File: src/rtl/aq_hpcp_ovf_ctrl.sv
// Purpose: sticky HPM overflow status with CSR write/set/clear, per-counter freeze, PMU interrupt req/ack FSM.
// Latency: overflow pulse -> status bit +1 cycle; -> int_vld and ovf_idx +2 cycles; freeze follows status combinationally.
// Backpressure: none; overflow pulses are never dropped, and an interrupt is held until CP0 acks or software clears it.
module aq_hpcp_ovf_ctrl #(
    parameter int CNT_NUM = 32,
    parameter int IDX_W   = 5
) (
    input  logic               forever_cpuclk,
    input  logic               cpurst,
    input  logic [CNT_NUM-1:0] hpcp_cnt_of,
    input  logic [CNT_NUM-1:0] hpcp_ovf_inten,
    input  logic [CNT_NUM-1:0] hpcp_ovf_frzen,
    input  logic               cp0_hpcp_ovf_wen,
    input  logic [1:0]         cp0_hpcp_ovf_op,
    input  logic [CNT_NUM-1:0] cp0_hpcp_ovf_wdata,
    input  logic               cp0_hpcp_int_ack,
    output logic [CNT_NUM-1:0] hpcp_ovf_status,
    output logic [CNT_NUM-1:0] hpcp_cnt_freeze,
    output logic               hpcp_cp0_int_vld,
    output logic [IDX_W-1:0]   hpcp_cp0_ovf_idx
);

    localparam logic [1:0] OP_WRITE = 2'b00;
    localparam logic [1:0] OP_SET   = 2'b01;
    localparam logic [1:0] OP_CLEAR = 2'b10;

    typedef enum logic [1:0] {
        ST_IDLE  = 2'd0,
        ST_REQ   = 2'd1,
        ST_ACKED = 2'd2
    } state_t;

    state_t             state_q, state_d;
    logic [CNT_NUM-1:0] status_q, status_d;
    logic [CNT_NUM-1:0] ack_mask_q, ack_mask_d;
    logic [IDX_W-1:0]   ovf_idx_q, ovf_idx_d;
    logic               int_vld_q, int_vld_d;

    logic [CNT_NUM-1:0] csr_result;
    logic [CNT_NUM-1:0] enabled;
    logic [CNT_NUM-1:0] new_src;
    logic               pending;

    // Index of the lowest set bit; zero when nothing is set.
    function automatic logic [IDX_W-1:0] lowest_idx(input logic [CNT_NUM-1:0] v);
        logic [IDX_W-1:0] idx;
        idx = '0;
        for (int i = CNT_NUM - 1; i >= 0; i--) begin
            if (v[i]) begin
                idx = IDX_W'(i);
            end
        end
        return idx;
    endfunction

    // Software view of the status register after this cycle's CSR access.
    always_comb begin
        csr_result = status_q;
        if (cp0_hpcp_ovf_wen) begin
            case (cp0_hpcp_ovf_op)
                OP_WRITE: csr_result = cp0_hpcp_ovf_wdata;
                OP_SET:   csr_result = status_q | cp0_hpcp_ovf_wdata;
                OP_CLEAR: csr_result = status_q & ~cp0_hpcp_ovf_wdata;
                default:  csr_result = status_q;
            endcase
        end
    end

    // Hardware pulses are OR-ed last so they always beat a same-cycle clear.
    assign status_d = csr_result | hpcp_cnt_of;
    assign enabled  = status_q & hpcp_ovf_inten;
    assign new_src  = enabled & ~ack_mask_q;
    assign pending  = |enabled;

    // Interrupt handshake: request, wait for ack, re-request only for unacknowledged sources.
    always_comb begin
        state_d    = state_q;
        ack_mask_d = ack_mask_q;
        ovf_idx_d  = ovf_idx_q;
        case (state_q)
            ST_IDLE: begin
                if (pending) begin
                    state_d   = ST_REQ;
                    ovf_idx_d = lowest_idx(enabled);
                end
            end
            ST_REQ: begin
                if (cp0_hpcp_int_ack) begin
                    state_d    = ST_ACKED;
                    ack_mask_d = enabled;
                end else if (!pending) begin
                    state_d = ST_IDLE;
                end
            end
            ST_ACKED: begin
                if (!pending) begin
                    state_d = ST_IDLE;
                end else if (|new_src) begin
                    state_d   = ST_REQ;
                    ovf_idx_d = lowest_idx(new_src);
                end
            end
            default: state_d = ST_IDLE;
        endcase
        int_vld_d = (state_d == ST_REQ);
    end

    // State and output registers; reset overrides every same-cycle input.
    always_ff @(posedge forever_cpuclk) begin
        if (cpurst) begin
            state_q    <= ST_IDLE;
            status_q   <= '0;
            ack_mask_q <= '0;
            ovf_idx_q  <= '0;
            int_vld_q  <= 1'b0;
        end else begin
            state_q    <= state_d;
            status_q   <= status_d;
            ack_mask_q <= ack_mask_d;
            ovf_idx_q  <= ovf_idx_d;
            int_vld_q  <= int_vld_d;
        end
    end

    assign hpcp_ovf_status  = status_q;
    assign hpcp_cnt_freeze  = status_q & hpcp_ovf_frzen;
    assign hpcp_cp0_int_vld = int_vld_q;
    assign hpcp_cp0_ovf_idx = ovf_idx_q;

endmodule

File: config.mk
export PLATFORM = sky130hd
export DESIGN_NAME = aq_hpcp_ovf_ctrl
export DESIGN_NICKNAME = d
export VERILOG_FILES = /design/src/rtl/aq_hpcp_ovf_ctrl.sv
export SDC_FILE = /design/constraint.sdc
export NUM_CORES = 1
export LEC_CHECK = 0
export ABC_AREA = 1
export CORE_ASPECT_RATIO = 0.8
export CORE_MARGIN = 5
export CORE_UTILIZATION = 41
export CTS_CLUSTER_DIAMETER = 100
export DETAILED_ROUTE_END_ITERATION = 16
export PLACE_DENSITY_LB_ADDON = 0.15
export SLEW_MARGIN = 20
export SYNTH_ARGS = -nofsm -noshare
export SYNTH_HDL_FRONTEND = slang
export SYNTH_SLANG_ARGS = --single-unit
File: constraint.sdc
create_clock -name forever_cpuclk -period 2.84 [get_ports forever_cpuclk]
set_clock_uncertainty 0.15 [all_clocks]
set_input_delay 0.568 -clock forever_cpuclk [delete_from_list [all_inputs] [get_ports forever_cpuclk]]
set_output_delay 0.568 -clock forever_cpuclk [all_outputs]
set_load 0.1 [all_outputs]
==> impl_metrics.toml <==
[critical_path]
crit_top_cell = "nand2_1"
r2r-end = "hpcp_cp0_ovf_idx[0]"
cp-start-kind = "input port"
rrSetupSlack_ns = 0.20
endpoint_kind = "register"
r2r-start = "hpcp_ovf_status[29]"
slowest_stage = "clkdlybuf4s50_1"
rr_worst_depth = 33
worstPathMaxFanout = 4
cp_slowest_stage_delay_ns = 0.47
cp.required_ns = 2.96
crit_arrival_ns = 2.85
path_class = "in2reg"

[clocking]
clk_pin_slew_ns = 0.06
h-tree-depth = 3
clock-sinks = 72
root_buffer = "clkbuf_16"
cts_hold_buf = 0
clock_latency_ns = 0.33
cts_buffers = 9
cts.path.max_buffers = 2
cts_tree = "yes"

[detailed_routing]
ant_nets = 0
drcViolationCount = 0
wl_per_cell_microns = 14.63
dr.first_iter.drc_count = 363
wl_mm = 15.63
viasPerCell = 5.002
vias = 5342
dr.pass1.iters = 5

[global_routing]
grt_first_pass_wirelength_mm = 24.47
grt_max_degree = 65
grt_overflow = 0
antenna_found_initial = 0
grt_pass1_vias = 5328
grtUsageTotal_pct = 25.08

[place]
io_buffers = 203
pre_cts_slack_ns = -0.3798
dp_hpwl_mm = 12.21
gp_congestion = 0.8608
postPlaceCellArea_sq_mm = 0.006770

[layout]
layout_common_cells = "198 x nand2_1, 127 x clkdlybuf4s50_1, 105 x inv_1, 91 x buf_4, 74 x nor2_1"
register_area_sq_mm = 0.001456
area_delta_synth_final_pct = 76.27
nets = 1061
stdcell_area_sq_mm = 0.007166
multi_input_area_sq_mm = 0.002172
drive_gt1_share_pct = 18.03
antenna_cells = 0
n_fill_cell = 751
layout_commonest_cell = "nand2_1"

[floorplan]
die_area_sq_mm = 0.01202
die_x_microns = 121.3
fp.coreArea_sq_mm = 0.009649
die_y_microns = 99.06
num_rows = 32
initial_core_util_pct = 42.13
num_io_pins = 204

[yosys]
ys_seq_area_share_pct = 35.46
synth.cell_area_sq_mm = 0.004065
yosysWarnings = 0
yosys.cell_types.count = 20
synth_seq_cells = 72
syn_area_per_cell_sq_um = 5.935
netlist_instances = 685
synthesis.nets = 819

[pwr]
power_density_mw_per_mm2 = 521.4
combPwrFrac_pct = 38.2
p_switching_w = 0.001444
clockPowerShare_pct = 30.9
finalPower_w = 0.003736
seqPwrFrac_pct = 30.9
p_int_w = 0.002292
p_leak_nw = 3.585
p_sw_share_pct = 38.66
vdd_drop_max_mv = 0.2779

[timing]
hold_viol_final = 0
setup_viol = 0
max_slew_margin_pct = 58.73
period_minus_slack_ns = 2.735
period_share_pct = 96.31
grt_setup_unrepaired = "true"
fin_ws_ns = 0.1049
setup_tns_ns = 0
max_slew.worst_pin.slew_ns = 0.6157
maxSlewViolCount = 0
max_freq_mhz = 365.6

[min_path]
hold_path.class = "reg2reg"
hold_depth = 2
min-delay-start = "ack_mask_q[0]"
hold_end = "ack_mask_q[0]"

[run]
cap_violations = 0

[outcome]
status = "finished, final reports clean"
==> timing repair <==
| action | in CTS | in global routing |
|---|---|---|
| gates resized for setup | 5 | 23 |
| endpoints found under the setup margin | 1 | 5 |
| buffers inserted | 1 | 5 |
| pin swaps | 4 | 38 |
| endpoints found under the hold margin | 0 | 0 |
==> logic make-up after synthesis <==
| kind of cell | Yosys count | share of synthesized area [%] |
|---|---|---|
| and+or+nand+nor | 332 | 32.47 |
| DFF | 72 | 35.46 |
| buffers and inverters | 133 | 12.28 |
| AOI/OAI and AO/OA | 148 | 19.79 |
==> power by group through the flow <==
stage	clock network [W]	logic, W	registers [W]
finish	0.00115	0.00143	0.00116
CTS	0.00116	0.00140	0.00116
detailed placement	0	0.00139	0.00118
floorplan	0	0.000549	0.00147
global route	0.00120	0.00152	0.00117
global placement	0	0.00137	0.00117
==> how the worst max path moves through the flow <==
| stage | start | endpoint | depth (start not counted) |
|---|---|---|---|
| 3_3_place_gp | hpcp_ovf_inten[31] | hpcp_cp0_ovf_idx[0] | 36 |
| 5_1_grt | hpcp_ovf_status[31] | hpcp_cp0_ovf_idx[0] | 36 |
| 4_1_cts | hpcp_ovf_inten[28] | hpcp_cp0_ovf_idx[0] | 33 |
| 6_report | hpcp_ovf_inten[25] | hpcp_cp0_ovf_idx[0] | 31 |
| 2_1_floorplan | hpcp_ovf_status[22] | hpcp_cp0_ovf_idx[0] | 27 |
| 3_5_place_dp | hpcp_ovf_inten[31] | hpcp_cp0_ovf_idx[0] | 36 |
==> area by class of cell <==
class                      instances  area share, %
clock inverter                     7          1.065
timing repair buffer             257          37.17
inverter                         107          5.605
tap                              136          2.375
multi-input combinational        480          30.31
sequential                        72          20.32
clock buffer                       9          3.143
==> through the flow <==
step | hold slack [ns] | cells | util, %
after floorplan | 0.2793 | 685 | -
after global placement | 0.2945 | 1046 | 70.16
after detailed placement | 0.3039 | 1046 | 70.16
after CTS | 0.3133 | 1063 | 73.39
after global routing | 0.3464 | 1068 | 74.26
final | 0.3093 | 1068 | 74.26
==> flip-flops by register name, summed over array words and instances, names as in the netlist <==
signal,flops
ack_mask_q,32
hpcp_ovf_status,32
hpcp_cp0_ovf_idx,5
state_q,2
hpcp_cp0_int_vld,1
==> critical path, delay by kind of cell <==
| kind | cells | cell delay (ns) |
|---|---|---|
| AOI/OAI and AO/OA | 1 | 0.12 |
| buffers and inverters | 2 | 0.53 |
| and+or+nand+nor | 28 | 1.63 |
==> cells in the mapped netlist <==
cell type / count / area, sq um
nor2_1: 76 / 285.3
or2_1: 1 / 6.260
clkbuf_1: 26 / 97.59
nand3_1: 40 / 200.2
nand4_1: 1 / 6.260
nand2_2: 2 / 12.51
a211oi_1: 2 / 15.01
o21ai_0: 69 / 345.3
o31ai_1: 2 / 15.01
inv_1: 106 / 397.9
a21oi_2: 1 / 8.760
nor3_1: 3 / 15.01
or2_4: 1 / 8.760
nand2_1: 206 / 773.2
a31oi_1: 38 / 237.7
a21oi_1: 35 / 175.2
o211ai_1: 1 / 7.510
clkinv_1: 1 / 3.750
nor4_1: 2 / 12.51
dfxtp_1: 72 / 1441
==> per-layer routing <==
layer / track usage [%] / up-vias / routed length, microns / part of all wire (%)
met5: 0 / - / 0 / 0
li1: - / 2665 / - / -
met1: 30.62 / 2443 / 6456 / 41
met2: 43.14 / 206 / 7742 / 50
met3: 6.483 / 28 / 1114 / 7.1
met4: 7.924 / 0 / 312 / 2.0
Power figures use the tool's default switching activity.
==> RTL change 1, RTL diff (same settings) <==
Re-encode `state_t` (3 states) as one-hot, 3 bits wide.
--- a/src/rtl/aq_hpcp_ovf_ctrl.sv
+++ b/src/rtl/aq_hpcp_ovf_ctrl.sv
@@ -26,6 +26,6 @@
 
-    typedef enum logic [1:0] {
-        ST_IDLE  = 2'd0,
-        ST_REQ   = 2'd1,
-        ST_ACKED = 2'd2
+    typedef enum logic [2:0] {
+        ST_IDLE  = 3'b001,
+        ST_REQ   = 3'b010,
+        ST_ACKED = 3'b100
     } state_t;
Formal check against the unedited RTL: no difference found for any inputs over 4 cycles, from zero or initial values and one cycle with cpurst high; so few cycles prove little.
==> RTL change 1 against the unedited design <==
Cell area fell by 0.47%; sequential share of layout area rose by 0.39 points; area after synthesis rose by 2.2%; power rose by 1.6%; global-route usage fell by 1.0 points; setup slack improved by 0.17 ns; sequential cell count rose by 1; synthesized cell count rose by 0.58%; wire length fell by 4.1%; critical endpoint unchanged.
==> RTL change 1: results (changes against the unedited design) <==
qor: detailed_routing.firstDrtPassIters 5 [unchanged]
qor: synthesis.postSynthNetCount 823 [was 819]
qor: synthesis.synth-async-reset-ratio 0 [unchanged]
qor: critical_path.origin_of_the_critical_flop_to_flop_path hpcp_ovf_status[30]$_SDFF_PP0_ [was hpcp_ovf_status[29]$_SDFF_PP0_]
qor: detailed_routing.detail_route.iter0.violations 258 [was 363]
qor: synthesis.yosysWarnings 0 [unchanged]
qor: detailed_routing.wl_per_cell 14.2 µm [was 14.6 µm]
qor: cells_and_area.fin_nets 1047 [was 1061]
qor: pwr.total_leakage_power 3.60 nW [was 3.59 nW]
qor: detailed_routing.num_vias 5237 [was 5342]
qor: synthesis.netlist_top_cells_count sky130_fd_sc_hd__nand2_1, sky130_fd_sc_hd__inv_1, sky130_fd_sc_hd__nor2_1 [unchanged]
qor: pwr.max-vdd-ir-drop 0.264 mV [was 0.278 mV]
qor: synthesis.proportion_of_synthesized_chip_area_in_sequential_cells 0.352 [was 0.355]
qor: min_path.min-delay-path-class flop to flop [unchanged]
qor: cells_and_area.num-fill-cells 801 [was 751]
qor: synthesis.synth.area.top_cells sky130_fd_sc_hd__dfxtp_1, sky130_fd_sc_hd__nand2_1, sky130_fd_sc_hd__inv_1 [unchanged]
qor: critical_path.cp-startpoint hpcp_ovf_inten[24] [was hpcp_ovf_inten[25]]
qor: critical_path.timing.critical_path.slowest_stage_cell sky130_fd_sc_hd__clkdlybuf4s50_1 [unchanged]
qor: place.post_dp_cell_area 6740 µm² [was 6770 µm²]
qor: place.dpl_worst_slack -0.359 ns [was -0.380 ns]
qor: clocking.cts_bufs_inserted 9 [unchanged]
qor: place.place_congestion 0.884 [was 0.861]
qor: clocking.cts.path.max_buffers 2 [unchanged]
qor: grt.grt_first_pass_wirelength 24200 µm [was 24500 µm]
qor: grt.grt_use_total 0.241 [was 0.251]
qor: sta.slew_headroom 0.601 [was 0.587]
qor: critical_path.timing.critical_path.to_type flop [unchanged]
qor: min_path.min_from ack_mask_q[11]$_SDFFE_PP0P_ [was ack_mask_q[0]$_SDFFE_PP0P_]
qor: synthesis.yosys.area_share.adder 0 [unchanged]
qor: synthesis.post_synth_num_cell_types 26 [was 20]
qor: synthesis.synth_compound_area_frac 0.199 [was 0.198]
qor: critical_path.r2r_cells 35 [was 33]
qor: place.hpwl 11600 µm [was 12200 µm]
qor: critical_path.cp_data_arrival_time 2.64 ns [was 2.85 ns]
qor: grt.grt_max_degree 65 [unchanged]
qor: grt.vias_in_the_first_global_route 5287 [was 5328]
qor: cells_and_area.num_antenna_cells 0 [unchanged]
qor: critical_path.cp_max_fo 4 [unchanged]
qor: critical_path.reg2reg_slack 0.29 ns [was 0.20 ns]
qor: synthesis.yosysTopAreaCell sky130_fd_sc_hd__dfxtp_1 [unchanged]
qor: cells_and_area.drive_above_1_share 0.173 [was 0.180]
qor: status.result_of_the_run finished, final reports clean [unchanged]
==> RTL change 1: cell types whose count changed after synthesis, sizes merged, moves of 2 or more <==
cell / delta
a21oi: -2
bufinv: +3
inv: -3
nand2: -5
nor3: +2
o21ai: +3
==> RTL change 1: cells by family (layout without fill, tap and decap cells) <==
| group | count (synthesis) | after routing |
|---|---|---|
| compound gates | 151 | 151 |
| buf+inv | 134 | 363 |
| flops | 73 | 73 |
| simple gates | 331 | 331 |
==> RTL change 1: worst min-delay path by stage <==
stage	end	slack [ns]
2_1_floorplan	ack_mask_q[11]$_SDFFE_PP0P_	0.32
3_3_place_gp	hpcp_ovf_status[28]$_SDFF_PP0_	0.33
3_5_place_dp	ack_mask_q[11]$_SDFFE_PP0P_	0.33
4_1_cts	ack_mask_q[11]$_SDFFE_PP0P_	0.34
5_1_grt	hpcp_ovf_status[28]$_SDFF_PP0_	0.37
6_report	ack_mask_q[11]$_SDFFE_PP0P_	0.34
==> RTL change 1: where the power goes <==
part,switching (W),internal [W]
clock,0.000433,0.000634
combinational,0.00101,0.000533
sequential,0.0000722,0.00112
==> RTL change 1: critical path, delay by kind of cell <==
kind          cells  cell delay (ns)
simple gates     29             1.61
buf+inv           1             0.47
==> RTL change 1: repair_timing <==
action                                  CTS  global route
buffers inserted                          0             6
gates cloned                              0             0
pin swaps                                 2            22
endpoints found under the setup margin    1             5
gates resized for setup                   2            26
==> RTL change 1: final cells by class <==
class                   instances  area, µm²  share of cell area
clock buffers                  11        253              0.0354
well taps                     136        170              0.0239
flip-flops and latches         73       1480               0.207
repair buffers                240       2550               0.358
clock inverters                 5       30.0             0.00421
inverters                     107        443              0.0621
multi-input cells             482       2210               0.309
==> RTL change 1: layer usage <==
| metal | track usage | vias to the layer above | share of wire |
|---|---|---|---|
| met3 | 0.0817 | 18 | 0.089 |
| met4 | 0.0688 | 0 | 0.012 |
| met5 | 0 | - | 0 |
| met2 | 0.412 | 204 | 0.48 |
| met1 | 0.287 | 2363 | 0.42 |
| li1 | - | 2652 | - |
==> RTL change 1: metrics by stage <==
step,setup TNS [ns],power [W],instances,util
global route,-0.0683,0.00398,1054,0.730
detailed placement,-0.923,0.00273,1032,0.689
CTS,0,0.00380,1048,0.719
floorplan,0,0.00217,689,-
global placement,-0.471,0.00270,1032,0.689
finish,0,0.00380,1054,0.730
==> RTL change 2, RTL diff (same flow settings) <==
Without the edit above. Set the parameter `IDX_W` to 3 (it was 5).
--- a/src/rtl/aq_hpcp_ovf_ctrl.sv
+++ b/src/rtl/aq_hpcp_ovf_ctrl.sv
@@ -5,3 +5,3 @@
     parameter int CNT_NUM = 32,
-    parameter int IDX_W   = 5
+    parameter int IDX_W   = 3
 ) (
Interface: changed (resized hpcp_cp0_ovf_idx); port bits go from 204 to 202. No check against the original RTL was run, so the function may have changed too.
==> RTL change 2 against the unedited design <==
Sequential cell count fell by 2; cell area fell by 3.4%; power fell by 3.1%; cell count fell by 6.4%; setup slack improved by 0.15 ns; area after synthesis fell by 1.3%; wire length fell by 3.7%.
==> RTL change 2: results (changes against the unedited design) <==
qor: detailed_routing.wl_per_cell 15.0 µm [was 14.6 µm]
qor: synthesis.post_synth_num_cell_types 23 [was 20]
qor: cells_and_area.non_clock_buffer_area_share 0.361 [was 0.372]
qor: pwr.total_leakage_power 3.44 nW [was 3.59 nW]
qor: pwr.comb_power_share 0.376 [was 0.382]
qor: pwr.max-vdd-ir-drop 0.261 mV [was 0.278 mV]
qor: synthesis.proportion_of_synthesized_chip_area_in_sequential_cells 0.349 [was 0.355]
qor: cells_and_area.area_share_clock_buf_inv 0.0436 [was 0.0421]
qor: grt.grt_first_pass_wirelength 23700 µm [was 24500 µm]
qor: grt.vias_in_the_first_global_route 4994 [was 5328]
qor: grt.grt_use_total 0.246 [was 0.251]
qor: synthesis.post_synth_instance_area 4010 µm² [was 4070 µm²]
qor: cells_and_area.drive_above_1_share 0.188 [was 0.180]
qor: synthesis.netlist_top_cells_count sky130_fd_sc_hd__nand2_1, sky130_fd_sc_hd__inv_1, sky130_fd_sc_hd__dfxtp_1 [was sky130_fd_sc_hd__nand2_1, sky130_fd_sc_hd__inv_1, sky130_fd_sc_hd__nor2_1]
qor: detailed_routing.detail_route.iter0.violations 375 [was 363]
qor: cells_and_area.final-instance-count-excl-fill 1000 [was 1068]
qor: pwr.seq_power_share 0.312 [was 0.309]
qor: place.numPortBuffers 201 [was 203]
qor: synthesis.postSynthNetCount 792 [was 819]
qor: synthesis.synth.area.top_cells sky130_fd_sc_hd__dfxtp_1, sky130_fd_sc_hd__nand2_1, sky130_fd_sc_hd__inv_1 [unchanged]
qor: place.dpl_worst_slack -0.306 ns [was -0.380 ns]
qor: cells_and_area.num-fill-cells 772 [was 751]
qor: status.result_of_the_run finished, final reports clean [unchanged]
qor: synthesis.syn_area_per_cell 6.10 µm² [was 5.93 µm²]
qor: critical_path.cp_data_arrival_time 2.67 ns [was 2.85 ns]
qor: cells_and_area.design.seq.count 70 [was 72]
qor: place.placed_cells_incl_taps 980 [was 1046]
qor: detailed_routing.firstDrtPassIters 7 [was 5]
qor: detailed_routing.num_vias 5123 [was 5342]
-- RTL change 2: what timing repair did --
action | in CTS | in global routing
setup buffers | 0 | 4
gates resized for setup | 0 | 25
setup endpoints to repair | 0 | 1
-- RTL change 2: worst paths after layout --
path | startpoint | endpoint | slack (ns) | cells after the start
worst max-delay path | hpcp_ovf_inten[24] | hpcp_cp0_ovf_idx[0]$_SDFFE_PP0P_ | 0.25 | 30
worst min register to register | ack_mask_q[17]$_SDFFE_PP0P_ | ack_mask_q[17]$_SDFFE_PP0P_ | 0.35 | 2
worst min-delay path | ack_mask_q[17]$_SDFFE_PP0P_ | ack_mask_q[17]$_SDFFE_PP0P_ | 0.35 | 2
worst max register to register | hpcp_ovf_status[31]$_SDFF_PP0_ | hpcp_cp0_ovf_idx[0]$_SDFFE_PP0P_ | 0.27 | 36
-- RTL change 2: metal layers --
metal | share of wire | track usage
met1 | 0.42 | 0.305
met2 | 0.48 | 0.407
met3 | 0.085 | 0.0912
met4 | 0.020 | 0.0627
met5 | 0 | 0
